$ cat config.mk
export PLATFORM = sky130hd
export DESIGN_NAME = sccb_responder
export DESIGN_NICKNAME = d
export VERILOG_FILES = /design/src/rtl/sccb_responder.sv
export SDC_FILE = /design/constraint.sdc
export NUM_CORES = 1
export LEC_CHECK = 0
export ABC_AREA = 1
export CORE_MARGIN = 5
export CORE_UTILIZATION = 35
export DETAILED_ROUTE_END_ITERATION = 12
export PLACE_DENSITY = 0.65
export SLEW_MARGIN = 25
export SYNTH_ARGS = -nofsm -noshare
export SYNTH_HDL_FRONTEND = slang
export SYNTH_SLANG_ARGS = --single-unit
$ cat constraint.sdc
create_clock -name clk -period 4.3 [get_ports clk]
set_input_delay 0.86 -clock clk [delete_from_list [all_inputs] [get_ports clk]]
set_output_delay 0.86 -clock clk [all_outputs]
set_load 0.03 [all_outputs]
$ cat src/rtl/sccb_responder.sv
// SCCB/I2C target: decodes 3-phase write frames and 2-phase-write-plus-read
// frames, oversampling SIOC/SIOD on clk and pulling SIOD low only.
module sccb_responder #(
   parameter logic [7:0] DEVICE_ID = 8'h42
) (
   input  logic       clk,
   input  logic       rst,
   input  logic       sioc,
   input  logic       siod_in,
   output logic       siod_oe,
   output logic       busy,
   output logic       reg_wr,
   output logic [7:0] reg_addr,
   output logic [7:0] reg_wdata,
   input  logic [7:0] reg_rdata
);

   typedef enum logic [3:0] {
      StIdle, StId, StIdAck, StReg, StRegAck, StWData, StWDataAck, StRData, StRdMack, StIgnore
   } state_t;

   logic [1:0] sioc_sync, siod_sync;
   logic       sioc_hist, siod_hist;
   logic       scl, sda, start, stop, rise, fall;

   state_t     state_q, state_d;
   logic [2:0] cnt_q, cnt_d;
   logic [7:0] shift_q, shift_d, ptr_q, ptr_d, wdata_q, wdata_d;
   logic       oe_q, oe_d, busy_q, busy_d, wr_q, wr_d, rw_q, rw_d, mack_q, mack_d;
   logic [7:0] byte_in;

   // Two-flop synchronizers plus history flop; reset to idle-bus level so
   // releasing rst cannot fabricate a START.
   always_ff @(posedge clk or posedge rst) begin
      if (rst) begin
         sioc_sync <= 2'b11;
         siod_sync <= 2'b11;
         sioc_hist <= 1'b1;
         siod_hist <= 1'b1;
      end else begin
         sioc_sync <= {sioc_sync[0], sioc};
         siod_sync <= {siod_sync[0], siod_in};
         sioc_hist <= sioc_sync[1];
         siod_hist <= siod_sync[1];
      end
   end

   assign scl   = sioc_sync[1];
   assign sda   = siod_sync[1];
   assign start = scl && sioc_hist && siod_hist && !sda;
   assign stop  = scl && sioc_hist && !siod_hist && sda;
   assign rise  = scl && !sioc_hist;
   assign fall  = !scl && sioc_hist;

   assign byte_in = {shift_q[6:0], sda};

   // Frame state register; siod_oe is a flop with async clear so rst frees the bus at once.
   always_ff @(posedge clk or posedge rst) begin
      if (rst) begin
         state_q <= StIdle;
         cnt_q   <= 3'd0;
         shift_q <= 8'h00;
         ptr_q   <= 8'h00;
         wdata_q <= 8'h00;
         oe_q    <= 1'b0;
         busy_q  <= 1'b0;
         wr_q    <= 1'b0;
         rw_q    <= 1'b0;
         mack_q  <= 1'b0;
      end else begin
         state_q <= state_d;
         cnt_q   <= cnt_d;
         shift_q <= shift_d;
         ptr_q   <= ptr_d;
         wdata_q <= wdata_d;
         oe_q    <= oe_d;
         busy_q  <= busy_d;
         wr_q    <= wr_d;
         rw_q    <= rw_d;
         mack_q  <= mack_d;
      end
   end

   // Next-state decode; START/STOP override any bit activity in the same clk.
   always_comb begin
      state_d = state_q;
      cnt_d   = cnt_q;
      shift_d = shift_q;
      ptr_d   = ptr_q;
      wdata_d = wdata_q;
      oe_d    = oe_q;
      busy_d  = busy_q;
      wr_d    = 1'b0;
      rw_d    = rw_q;
      mack_d  = mack_q;
      // Burst pointer advances the clk after the write strobe.
      if (wr_q) ptr_d = ptr_q + 8'd1;
      if (start) begin
         state_d = StId;
         cnt_d   = 3'd0;
         oe_d    = 1'b0;
         busy_d  = 1'b1;
         mack_d  = 1'b0;
      end else if (stop) begin
         state_d = StIdle;
         oe_d    = 1'b0;
         busy_d  = 1'b0;
      end else begin
         unique case (state_q)
            StId: if (rise) begin
               shift_d = byte_in;
               cnt_d   = cnt_q + 3'd1;
               if (cnt_q == 3'd7) begin
                  rw_d    = sda;
                  state_d = (byte_in[7:1] == DEVICE_ID[7:1]) ? StIdAck : StIgnore;
               end
            end
            StReg: if (rise) begin
               shift_d = byte_in;
               cnt_d   = cnt_q + 3'd1;
               if (cnt_q == 3'd7) begin
                  ptr_d   = byte_in;
                  state_d = StRegAck;
               end
            end
            StWData: if (rise) begin
               shift_d = byte_in;
               cnt_d   = cnt_q + 3'd1;
               if (cnt_q == 3'd7) begin
                  wr_d    = 1'b1;
                  wdata_d = byte_in;
                  state_d = StWDataAck;
               end
            end
            // First fall opens the ACK slot, second fall closes it.
            StIdAck, StRegAck, StWDataAck: if (fall) begin
               if (!oe_q) begin
                  oe_d = 1'b1;
               end else begin
                  oe_d  = 1'b0;
                  cnt_d = 3'd0;
                  if (state_q == StIdAck && rw_q) begin
                     state_d = StRData;
                     shift_d = reg_rdata;
                     oe_d    = ~reg_rdata[7];
                  end else if (state_q == StIdAck) begin
                     state_d = StReg;
                  end else begin
                     state_d = StWData;
                  end
               end
            end
            // cnt wraps to 0 after the 8th rise, so a fall with cnt 0 ends the byte.
            StRData: begin
               if (rise) cnt_d = cnt_q + 3'd1;
               if (fall) begin
                  if (cnt_q == 3'd0) begin
                     oe_d    = 1'b0;
                     state_d = StRdMack;
                  end else begin
                     shift_d = {shift_q[6:0], 1'b0};
                     oe_d    = ~shift_q[6];
                  end
               end
            end
            StRdMack: begin
               if (rise) begin
                  if (!sda) begin
                     ptr_d  = ptr_q + 8'd1;
                     mack_d = 1'b1;
                  end else begin
                     state_d = StIgnore;
                  end
               end
               if (fall && mack_q) begin
                  mack_d  = 1'b0;
                  shift_d = reg_rdata;
                  oe_d    = ~reg_rdata[7];
                  state_d = StRData;
               end
            end
            default: ;
         endcase
      end
   end

   assign siod_oe   = oe_q;
   assign busy      = busy_q;
   assign reg_wr    = wr_q;
   assign reg_addr  = ptr_q;
   assign reg_wdata = wdata_q;

endmodule

# Yosys cells after proc, flatten, opt, wreduce, memory -nomap -nowiden
# Index checks and enable logic that the tools add are counted.
op_classes:
  n_addsub: 2
  eq_ne: 35
  muxes: 63
  n_bitwise: 4
  n_reduce_logical: 31
ops:
  columns: ["op", "count"]
  rows:
  - ["4-bit two-way mux", 16]
  - ["8-bit two-way mux", 7]
  - ["7-bit two-way mux", 7]
  - ["4-bit != test, second input constant", 11]
  - ["7-bit one-hot mux with 4 select lines", 1]
  - ["4-bit one-hot mux with 6 select lines", 1]
  - ["1-bit two-way mux", 21]
  - ["3-bit two-way mux", 7]
  - ["4-bit by 3-bit equality test with 1-bit output, second input constant", 4]
  - ["8-bit one-hot mux with 2 select lines", 1]
  - ["5-bit AND reduction", 3]
  - ["2-bit != test, second input constant", 7]
  - ["13-bit AND reduction", 1]
  - ["5-bit != test, second input constant", 2]
  - ["10-bit AND reduction", 1]
  - ["1-bit logical AND", 9]
  - ["8-bit by 1-bit adder with 8-bit output, second input constant", 1]
  - ["4-bit by 2-bit equality test with 1-bit output, second input constant", 2]
  - ["4-bit AND reduction", 2]
  - ["8-bit nonzero test", 1]
  - ["7-bit by 6-bit equality test with 1-bit output, second input constant", 1]
  - ["3-bit by 1-bit != test with 1-bit output, second input constant", 2]
  - ["3-bit != test, second input constant", 2]
  - ["3-bit one-hot mux with 2 select lines", 1]
  - ["other kinds (15)", 24]
word_totals:
  register_bits: 41
  input_bits: 12
  out_inout_bits: 19
  wordCells: 149

# Longest topological paths before layout
# Gate-level depths: netlist (run 1).
logic_depth:
  word_depth: 8
  ltp_mapped: 12
  mapped_depth_nobuf: 11

# Least setup slack after synthesis (run 1)
# No wires, ideal clock.
synth_path:
  path_kind: "register to register"
  from: "reg ptr_q[0], in the netlist reg_addr[0]"
  to: "reg ptr_q[4], in the netlist reg_addr[4]"
  setup_time_ps: 124
  arrival_ps: 1523
  t_required_ps: 4176
  path_slack_ps: 2653
  stages_incl_launch_ff: 9
  path_buffers: 0
  synth_period_minus_slack_ps: 1647
  cell_sequence: "dfrtp_1 -> ha_1 -> nand2_1 -> inv_1 -> nand2_1 -> xor2_1 -> o21ai_0 -> or2_0 -> nand3_1"
synth_between:
  elab_chain_cells: 7
  word_cells_on_any_way: 9
  classes_between: "1 x add/sub; 8 x mux"
synth_lines:
  columns: ["item", "line", "text"]
  rows:
  - ["start: declaration", "28", "logic [7:0] shift_q, shift_d, ptr_q, ptr_d, wdata_q, wdata_d;"]
  - ["start signal: assignment", "74", "ptr_q <= ptr_d;"]
  - ["8-bit by 1-bit adder with 8-bit output *", "97, 169", null]
  - ["8-bit two-way mux", "97", "if (wr_q) ptr_d = ptr_q + 8'd1;"]
  - ["8-bit two-way mux (on tied branches)", "168, 121", null]
  - ["8-bit two-way mux (on tied branches)", "167, 118", null]
  - ["8-bit one-hot mux with 2 select lines", "109", "unique case (state_q)"]
  - ["8-bit two-way mux", "104", "end else if (stop) begin"]
  - ["8-bit two-way mux *", "98", "if (start) begin"]
  - ["named net ptr_d[4]", "28", null]
# The timed path passes the listed nets; every way through them passes the cells marked *.
# A chain may end at the register's enable or synchronous reset.

# Final worst setup path (run 1)
layout_path:
  from: "reg wr_q, in the netlist reg_wr"
  to: "out reg_wr"
layout_rtl:
  columns: ["item", "line", "text"]
  rows:
  - ["start: declaration", "29", "logic oe_q, oe_d, busy_q, busy_d, wr_q, wr_d, rw_q, rw_d, mack_q, mack_d;"]
  - ["start signal: assignment", "78", "wr_q <= wr_d;"]
  - ["end: declaration", "12", "output logic reg_wr,"]
# No word-level cell between the ends.

==> results.yml, run 1 <==
global_route:
  grt_usage: 0.150
  grt_pass1_vias: 2268
  grt_first_pass_wirelength_um: 10900
  grt-ovfl-total: 0
  grt_max_degree: 23
  antenna_found_initial: 0
yosys:
  synth-compound-area-share: 0.160
  synth_fa_ha_area_frac: 0.0194
  synth.most_common_cell: "nand2_1"
  syn-cell-area_um2: 2580
  synthFlopType: "dfrtp_1"
  synth_area_per_cell_um2: 7.16
  yosys.area_share.simple: 0.316
  synthMuxAreaShare: 0.00387
  synth_xor_area_frac: 0.0169
  synth_common_cells: "nand2_1 (103), dfrtp_1 (35), inv_1 (33)"
  syn-num-nets: 377
  yosysTopAreaCell: "dfrtp_1"
  yosysUniqueCellTypes: 35
  synth_top_area_frac: 0.339
  yosys_register_bits: 41
  yosysWarnings: 0
  seq_area_frac_synth: 0.400
  async_flop_share: 1.00
  synth_edf_count: 0
  syn_inst: 361
  ys_top_cells_by_area: "dfrtp_1 (34%), nand2_1 (15%), dfstp_2 (6.1%), nand3_1 (6.0%), o21ai_0 (5.4%)"
  synth_top_family_by_area: "simple AND/OR/NAND/NOR gates"
setup_path:
  crit_cells: 1
  r2r_start: "state_q[0]$_DFFE_PP0P_"
  cp_top_family: "buffers and inverters"
  crit_type: "flip-flop to primary output"
  path_buf_inv: 1
  reg2reg_slack_ps: 2300
  rr_worst_depth: 9
  critPathLaunchType: "flip-flop"
  critPathSlowestCell: "clkdlybuf4s50_1"
  critPathMaxStageDelay_ps: 750
  crit_end: "reg_wr"
  cp-end-kind: "primary output"
  r2r-end: "state_q[0]$_DFFE_PP0P_"
  arrival_ps: 1620
  worstPathMaxFanout: 10
  crit_required_ps: 3440
  startpoint: "reg_wr$_DFF_PP0_"
  crit_chain: "clkdlybuf4s50_1"
floorplan:
  rows: 31
  dieArea_um2: 9200
  die_h_um: 95.9
  fp.coreArea_um2: 7210
  die_w_um: 95.9
  start_util: 0.358
  ios: 31
timing:
  hold_viol_final: 0
  finalClockSkew_ps: 11.9
  finalCritPeriodShare: 0.577
  fin_setup_tns_ps: 0
  setup_slack_ps: 1820
  hold_ws_ps: 358
  grt_setup_unrepaired: "false"
  slew_violations: 0
  maxSlewHeadroom: 0.426
  period_needed_ps: 2480
  tightest_slew_ps: 860
  setup_viol: 0
  clock.fmax_mhz: 403
clocking:
  post_cts_buffers: 0
  cts_tree: "built"
  ctsResizeCount: 0
  ctsLongestPathBuffers: 2
  cts-hold-fix-buffers: 0
  cts_max_level: 2
  cts_buffers: 5
  insertion_delay_ps: 290
  cts.clk_slew.worst_paths_ps: 80
  clock-sinks: 41
  cts_root_buf: "clkbuf_8"
placed_design:
  detailedPlace.worstSlack_ps: 2010
  hpwlAfterDp_um: 4790
  routabilityCongestion: 0.900
  portBuffers: 30
  place_area_um2: 2970
final_layout:
  multi_input_comb_area_um2: 1330
  area_delta_synth_final_pct: 18.6
  fill_cells: 786
  antenna_cells: 0
  fin_area_um2: 3070
  register_area_um2: 1030
  final_layout_size_suffix_gt1_frac: 0.117
  fin_nets: 407
pwr:
  power_density_nw_per_um2: 599
  p_leak_nw: 1.49
  ir_worst_vdd_mv: 0.198
routing:
  drtIter0Drc: 125
  drt.antenna.violating_nets: 0
  drc: 0
  first_pass_iters: 4
  routed_wl_um: 6290
  viasPerCell: 4.87
  num_vias: 2390
  wl_per_cell_um: 12.8
flow_run:
  drv_cap: 0
min_path:
  hold_class: "flip-flop to flip-flop"
status:
  status: "finished clean"
==> power breakdown <==
group	total, mW	leakage [nW]	switching, mW	internal, mW
sequential	0.583	0.525	0.0968	0.486
clock	0.270	0.0445	0.139	0.131
combinational	0.983	0.924	0.641	0.342
total	1.84	1.49	0.877	0.959
==> how the worst min path moves through the flow <==
| stage | start | endpoint | cells past startpoint |
|---|---|---|---|
| 2_1_floorplan | sioc_sync[0]$_DFF_PP1_ | sioc_sync[1]$_DFF_PP1_ | 0 |
| 3_3_place_gp | siod_sync[0]$_DFF_PP1_ | siod_sync[1]$_DFF_PP1_ | 0 |
| 3_5_place_dp | sioc_sync[0]$_DFF_PP1_ | sioc_sync[1]$_DFF_PP1_ | 0 |
| 4_1_cts | sioc_sync[0]$_DFF_PP1_ | sioc_sync[1]$_DFF_PP1_ | 0 |
| 5_1_grt | siod_sync[0]$_DFF_PP1_ | siod_sync[1]$_DFF_PP1_ | 0 |
| 6_report | sioc_sync[0]$_DFF_PP1_ | sioc_sync[1]$_DFF_PP1_ | 0 |
==> stage by stage <==
stage,power [mW],utilization,instances
2_1_floorplan,1.35,-,361
3_3_place_gp,1.55,0.412,483
3_5_place_dp,1.57,0.412,483
4_1_cts,1.84,0.425,491
5_1_grt,2.01,0.425,491
6_report,1.84,0.425,491
==> area by class of cell <==
| cell class | count | area share |
|---|---|---|
| multi-input combinational | 266 | 0.435 |
| tap | 99 | 0.0404 |
| clock buffer | 7 | 0.0282 |
| inverter | 46 | 0.0563 |
| sequential | 41 | 0.337 |
| timing repair buffer | 31 | 0.100 |
| clock inverter | 1 | 0.00245 |
==> routing by layer <==
| layer | part of all wire | routed length [um] | up-vias | GRT usage |
|---|---|---|---|---|
| met3 | 0.038 | 237 | 7 | 0.0274 |
| met1 | 0.50 | 3170 | 1110 | 0.213 |
| li1 | - | - | 1223 | - |
| met5 | 0 | 0 | - | 0 |
| met4 | 0.014 | 89 | 0 | 0.0509 |
| met2 | 0.44 | 2800 | 50 | 0.228 |
==> sequential cells by signal, indices dropped and copies added (netlist names) <==
name	cells
reg_addr	8
reg_wdata	8
shift_q	7
state_q	4
cnt_q	3
sioc_sync	2
siod_sync	2
busy	1
mack_q	1
reg_wr	1
rw_q	1
sioc_hist	1
siod_hist	1
siod_oe	1
==> worst register-to-register path, stage by stage, from the launching register on <==
cell	delay, ps
dfrtp_1	490
inv_2	110
nand2_1	50
nor2_1	640
nand3_1	170
nand3_1	190
a21oi_4	90
nand2_2	90
nand2_1	50
nand2_1	70
==> kinds of logic after synthesis <==
group	after synthesis
AOI/OAI and AO/OA	72
buffers and inverters	54
DFF	41
xor gates and xnor gates	5
adders and majority gates	4
muxes	1
and+or+nand+nor	184
==> layout by cell type (no fill, tap or decap), types with 4 or more instances in the layout <==
master             n
inv_1             33
dfrtp_1           35
nand2_2            5
dfstp_2            6
clkdlybuf4s50_1   30
nor2_4             4
a21oi_1           10
inv_2             13
o21bai_1           4
clkbuf_8           6
xor2_1             4
nor2_1            28
nand3_1           31
nand2_1          103
ha_1               4
o21ai_1           18
o211ai_1           4
o21ai_0           28
nor2_2             4
Note: power is estimated with default switching activity, not from simulation.
==> run 2, diff against run 1 <==
- PLACE_DENSITY: 0.65 -> 0.67
- clock period: 4.3 -> 2 ns (I/O delays scaled with it)
==> run 2 against run 1 <==
Compared with the run above: die area unchanged; global-route usage increased by 0.21 points; first-iteration DRC count fell by 33%; largest power group unchanged; hold slack got worse by 5.0 ps; worst setup slack lost 1700 ps; sequential share of layout area down 0.70 points; sequential cell count unchanged.
==> results.yml, run 2 (same netlist as run 1, synthesis figures left out) <==
placed_design:
  portBuffers: 30
  routabilityCongestion: 0.999
  hpwlAfterDp_um: 4890
clocking:
  insertion_delay_ps: 310
  cts.clk_slew.worst_paths_ps: 90
  cts_tree: "built"
  cts-hold-fix-buffers: 0
  cts_root_buf: "clkbuf_8"
  cts_buffers: 5
  clock-sinks: 41
  ctsLongestPathBuffers: 2
  cts_max_level: 2
pwr:
  seqPwrFrac: 0.314
  pwr-share-comb: 0.540
  p_total_mw: 3.98
  p_leak_nw: 1.54
  switching_power_mw: 1.92
  power_density_nw_per_um2: 1270
  pwr-share-clk: 0.146
  p_int_mw: 2.06
  switching_share: 0.482
  ir_worst_vdd_mv: 0.453
timing:
  hold_viol_final: 0
  clock.fmax_mhz: 540
  maxSlewHeadroom: 0.663
  slew_violations: 0
  fin_setup_tns_ps: 0
  grt_setup_unrepaired: "false"
  finalClockSkew_ps: 7.03
  tightest_slew_ps: 506
  finalCritPeriodShare: 0.926
  period_needed_ps: 1850
  setup_viol: 0
routing:
  drtIter0Drc: 84
  num_vias: 2418
  wl_per_cell_um: 12.8
  first_pass_iters: 5
  routed_wl_um: 6370
  drc: 0
  viasPerCell: 4.86
  drt.antenna.violating_nets: 0
floorplan:
  fp.coreArea_um2: 7210
  start_util: 0.358
  dieArea_um2: 9200
  rows: 31
  ios: 31
  die_w_um: 95.9
  die_h_um: 95.9
final_layout:
  most-common-layout-cells: "nand2_1 (103), dfrtp_1 (35), inv_1 (33)"
  final_layout_size_suffix_gt1_frac: 0.135
  area_delta_synth_final_pct: 21.1
  antenna_cells: 0
  fin_nets: 414
  layout_commonest_cell: "nand2_1"
global_route:
  grt_usage: 0.152
  grt-ovfl-total: 0
  grt_pass1_vias: 2259
  grt_max_degree: 19
  grt_first_pass_wirelength_um: 10900
  antenna_found_initial: 0
setup_path:
  rr_worst_depth: 6
  worstPathMaxFanout: 5
  crit_chain: "clkdlybuf4s50_1"
  r2r_start: "sioc_hist$_DFF_PP1_"
  path_buf_inv: 1
  crit_type: "flip-flop to primary output"
  crit_required_ps: 1600
  arrival_ps: 1450
  critPathLaunchType: "flip-flop"
  critPathSlowestCell: "clkdlybuf4s50_1"
  crit_cells: 1
  startpoint: "reg_addr[0]$_DFF_PP0_"
  critPathMaxStageDelay_ps: 700
  cp-end-kind: "primary output"
  cp_top_family: "buffers and inverters"
min_path:
  holdPathStages: 0
  hold_class: "flip-flop to flip-flop"
  min_from: "siod_sync[0]$_DFF_PP1_"
status:
  status: "finished clean"
flow_run:
  drv_cap: 0
run 2: layout make-up:
type / instances / area (um^2)
Multi-Input combinational cell: 266 / 1340
Sequential cell: 41 / 1030
Fill cell: 769 / 4080
Inverter: 46 / 173
Tap cell: 99 / 124
Timing Repair Buffer: 38 / 372
Clock inverter: 3 / 21.3
Clock buffer: 5 / 68.8
run 2: power by group through the flow:
stage	Sequential, mW	Combinational, mW	Clock (mW)
after global placement	1.26	2.12	0
after CTS	1.25	2.16	0.595
after global routing	1.29	2.45	0.625
after floorplan	1.34	1.56	0
after detailed placement	1.27	2.14	0
final	1.25	2.15	0.580
run 2: path summary, 6_finish.rpt:
path	end	slack [ps]
min reg2reg	siod_sync[1]$_DFF_PP1_	350
min in group asynchronous	reg_wdata[4]$_DFFE_PP0P_	410
max	reg_addr[0]	150
min	siod_sync[1]$_DFF_PP1_	350
max in group asynchronous	reg_addr[7]$_DFF_PP0_	990
max reg2reg	shift_q[4]$_DFFE_PP0P_	210
run 2: metrics by stage:
step / hold WS (ps) / area [um^2] / worst slack, ps / std cells / util
after floorplan: 345 / 2580 / 353 / 361 / -
after global placement: 347 / 3030 / 163 / 489 / 0.420
after detailed placement: 348 / 3030 / 197 / 489 / 0.420
after CTS: 352 / 3120 / 142 / 497 / 0.432
after global routing: 359 / 3130 / 10.5 / 498 / 0.434
final: 353 / 3130 / 147 / 498 / 0.434
run 2: layer usage:
metal | share of wire | vias up | GRT usage
met5 | 0 | - | 0
met4 | 0.014 | 0 | 0.0509
met3 | 0.048 | 10 | 0.0289
met2 | 0.45 | 52 | 0.236
met1 | 0.49 | 1110 | 0.211
li1 | - | 1246 | -
run 2: repair_timing:
action                     CTS  global route
gates cloned                 0             0
setup endpoints to repair    1             4
resized for setup            1             1
buffers inserted             0             1
==> run 3, diff against run 2 <==
==> constraint.sdc (replaced) <==
create_clock -name clk -period 2 [get_ports clk]
set_input_delay 0.3 -clock clk [delete_from_list [all_inputs] [get_ports clk]]
set_output_delay 0.3 -clock clk [all_outputs]
set_load 0.03 [all_outputs]
==> run 3 against run 2 <==
Compared with the run above: hold slack improved by 6.5 ps; power rose by 1.7%; global-route usage rose by 0.46 points; critical path type unchanged.
==> results.yml, run 3 (same netlist as run 1, synthesis figures left out) <==
status:
  status: "finished clean"
final_layout:
  layout_commonest_cell: "nand2_1"
  final_layout_size_suffix_gt1_frac: 0.135
  fin_nets: 414
  stdcell_count: 498
  fin_area_um2: 3120
  fin_util: 0.433
  most-common-layout-cells: "nand2_1 (103), dfrtp_1 (35), inv_1 (33)"
  antenna_cells: 0
  area_delta_synth_final_pct: 20.8
clocking:
  ctsLongestPathBuffers: 2
  cts_buffers: 5
  insertion_delay_ps: 310
  cts_max_level: 2
  clock-sinks: 41
  cts_root_buf: "clkbuf_8"
  cts.clk_slew.worst_paths_ps: 90
  cts-hold-fix-buffers: 0
  cts_tree: "built"
timing:
  finalClockSkew_ps: 9.77
  setup_viol: 0
  tightest_slew_ps: 536
  hold_viol_final: 0
  finalCritPeriodShare: 0.964
  period_needed_ps: 1930
  maxSlewHeadroom: 0.643
  slew_violations: 0
  setup_slack_ps: 72.7
  clock.fmax_mhz: 519
placed_design:
  place_area_um2: 2990
  dpl.cell_count: 486
  routabilityCongestion: 0.921
  detailedPlace.worstSlack_ps: 97.5
  portBuffers: 30
  hpwlAfterDp_um: 4880
setup_path:
  cp_top_family: "buffers and inverters"
  crit_chain: "clkdlybuf4s50_1"
  critPathMaxStageDelay_ps: 750
  crit_type: "flip-flop to primary output"
  critPathSlowestCell: "clkdlybuf4s50_1"
  cp-end-kind: "primary output"
  worstPathMaxFanout: 10
  path_buf_inv: 1
  crit_required_ps: 1700
  critPathLaunchType: "flip-flop"
  arrival_ps: 1630
routing:
  drt.antenna.violating_nets: 0
  routed_wl_um: 6490
  wl_per_cell_um: 13.0
  drtIter0Drc: 80
  viasPerCell: 4.84
  num_vias: 2412
  first_pass_iters: 5
  drc: 0
floorplan:
  start_util: 0.358
  die_h_um: 95.9
  ios: 31
  dieArea_um2: 9200
  fp.coreArea_um2: 7210
  die_w_um: 95.9
  rows: 31
min_path:
  hold_class: "flip-flop to flip-flop"
global_route:
  grt_usage: 0.157
  antenna_found_initial: 0
  grt_pass1_vias: 2420
  grt-ovfl-total: 0
  grt_max_degree: 42
  grt_first_pass_wirelength_um: 11400
pwr:
  power_density_nw_per_um2: 1300
  switching_share: 0.484
  pwr-share-comb: 0.544
  switching_power_mw: 1.96
  ir_worst_vdd_mv: 0.486
  p_int_mw: 2.09
  pwr-share-clk: 0.146
  seqPwrFrac: 0.310
  p_leak_nw: 1.53
  p_total_mw: 4.05
flow_run:
  drv_cap: 0
run 3: cell count changes in the layout (fill, tap and decap cells not counted), sizes merged:
cell / change
clkinv: -1
dlygate4sd2: -1
inv: +1
clkdlybuf4s50: +1
run 3: cell type report:
class	instances	area [um^2]
inverters	46	173
repair buffers	38	360
flip-flops and latches	41	1030
fillers	759	4090
clock inverters	3	25.0
well taps	99	124
multi-input cells	266	1340
clock buffers	5	68.8
run 3: per-stage QoR:
step,TNS (ps),hold slack [ps]
finish,0,359
detailed placement,0,349
global route,-0.121,358
floorplan,0,304
CTS,0,361
global placement,0,349
run 3: power groups by stage:
stage          logic [mW]  registers (mW)  clock network [mW]
6_report             2.20            1.25               0.593
3_3_place_gp         2.10            1.27                   0
2_1_floorplan        1.56            1.34                   0
5_1_grt              2.48            1.29               0.650
4_1_cts              2.14            1.25               0.610
3_5_place_dp         2.13            1.27                   0
run 3: what timing repair did:
item,4_1_cts,5_1_grt
gates resized for setup,0,1
buffers inserted,0,4
endpoints found under the setup margin,0,4
run 3: metal layers:
metal | global-route usage | share of wire
met5 | 0 | 0
met4 | 0.0415 | 0.010
met3 | 0.0274 | 0.035
met2 | 0.257 | 0.46
met1 | 0.212 | 0.49
run 3: path summary, 6_finish.rpt:
| path | start | end | slack [ps] | cells past startpoint |
|---|---|---|---|---|
| min in group asynchronous | rst | reg_wdata[5]$_DFFE_PP0P_ | 420 | 3 |
| max in group asynchronous | rst | siod_hist$_DFF_PP1_ | 1200 | 3 |
| min | sioc_sync[0]$_DFF_PP1_ | sioc_sync[1]$_DFF_PP1_ | 360 | 0 |
| min reg2reg | sioc_sync[0]$_DFF_PP1_ | sioc_sync[1]$_DFF_PP1_ | 360 | 0 |
| max | reg_wr$_DFF_PP0_ | reg_wr | 70 | 1 |
| max reg2reg | siod_sync[1]$_DFF_PP1_ | state_q[0]$_DFFE_PP0P_ | 200 | 11 |
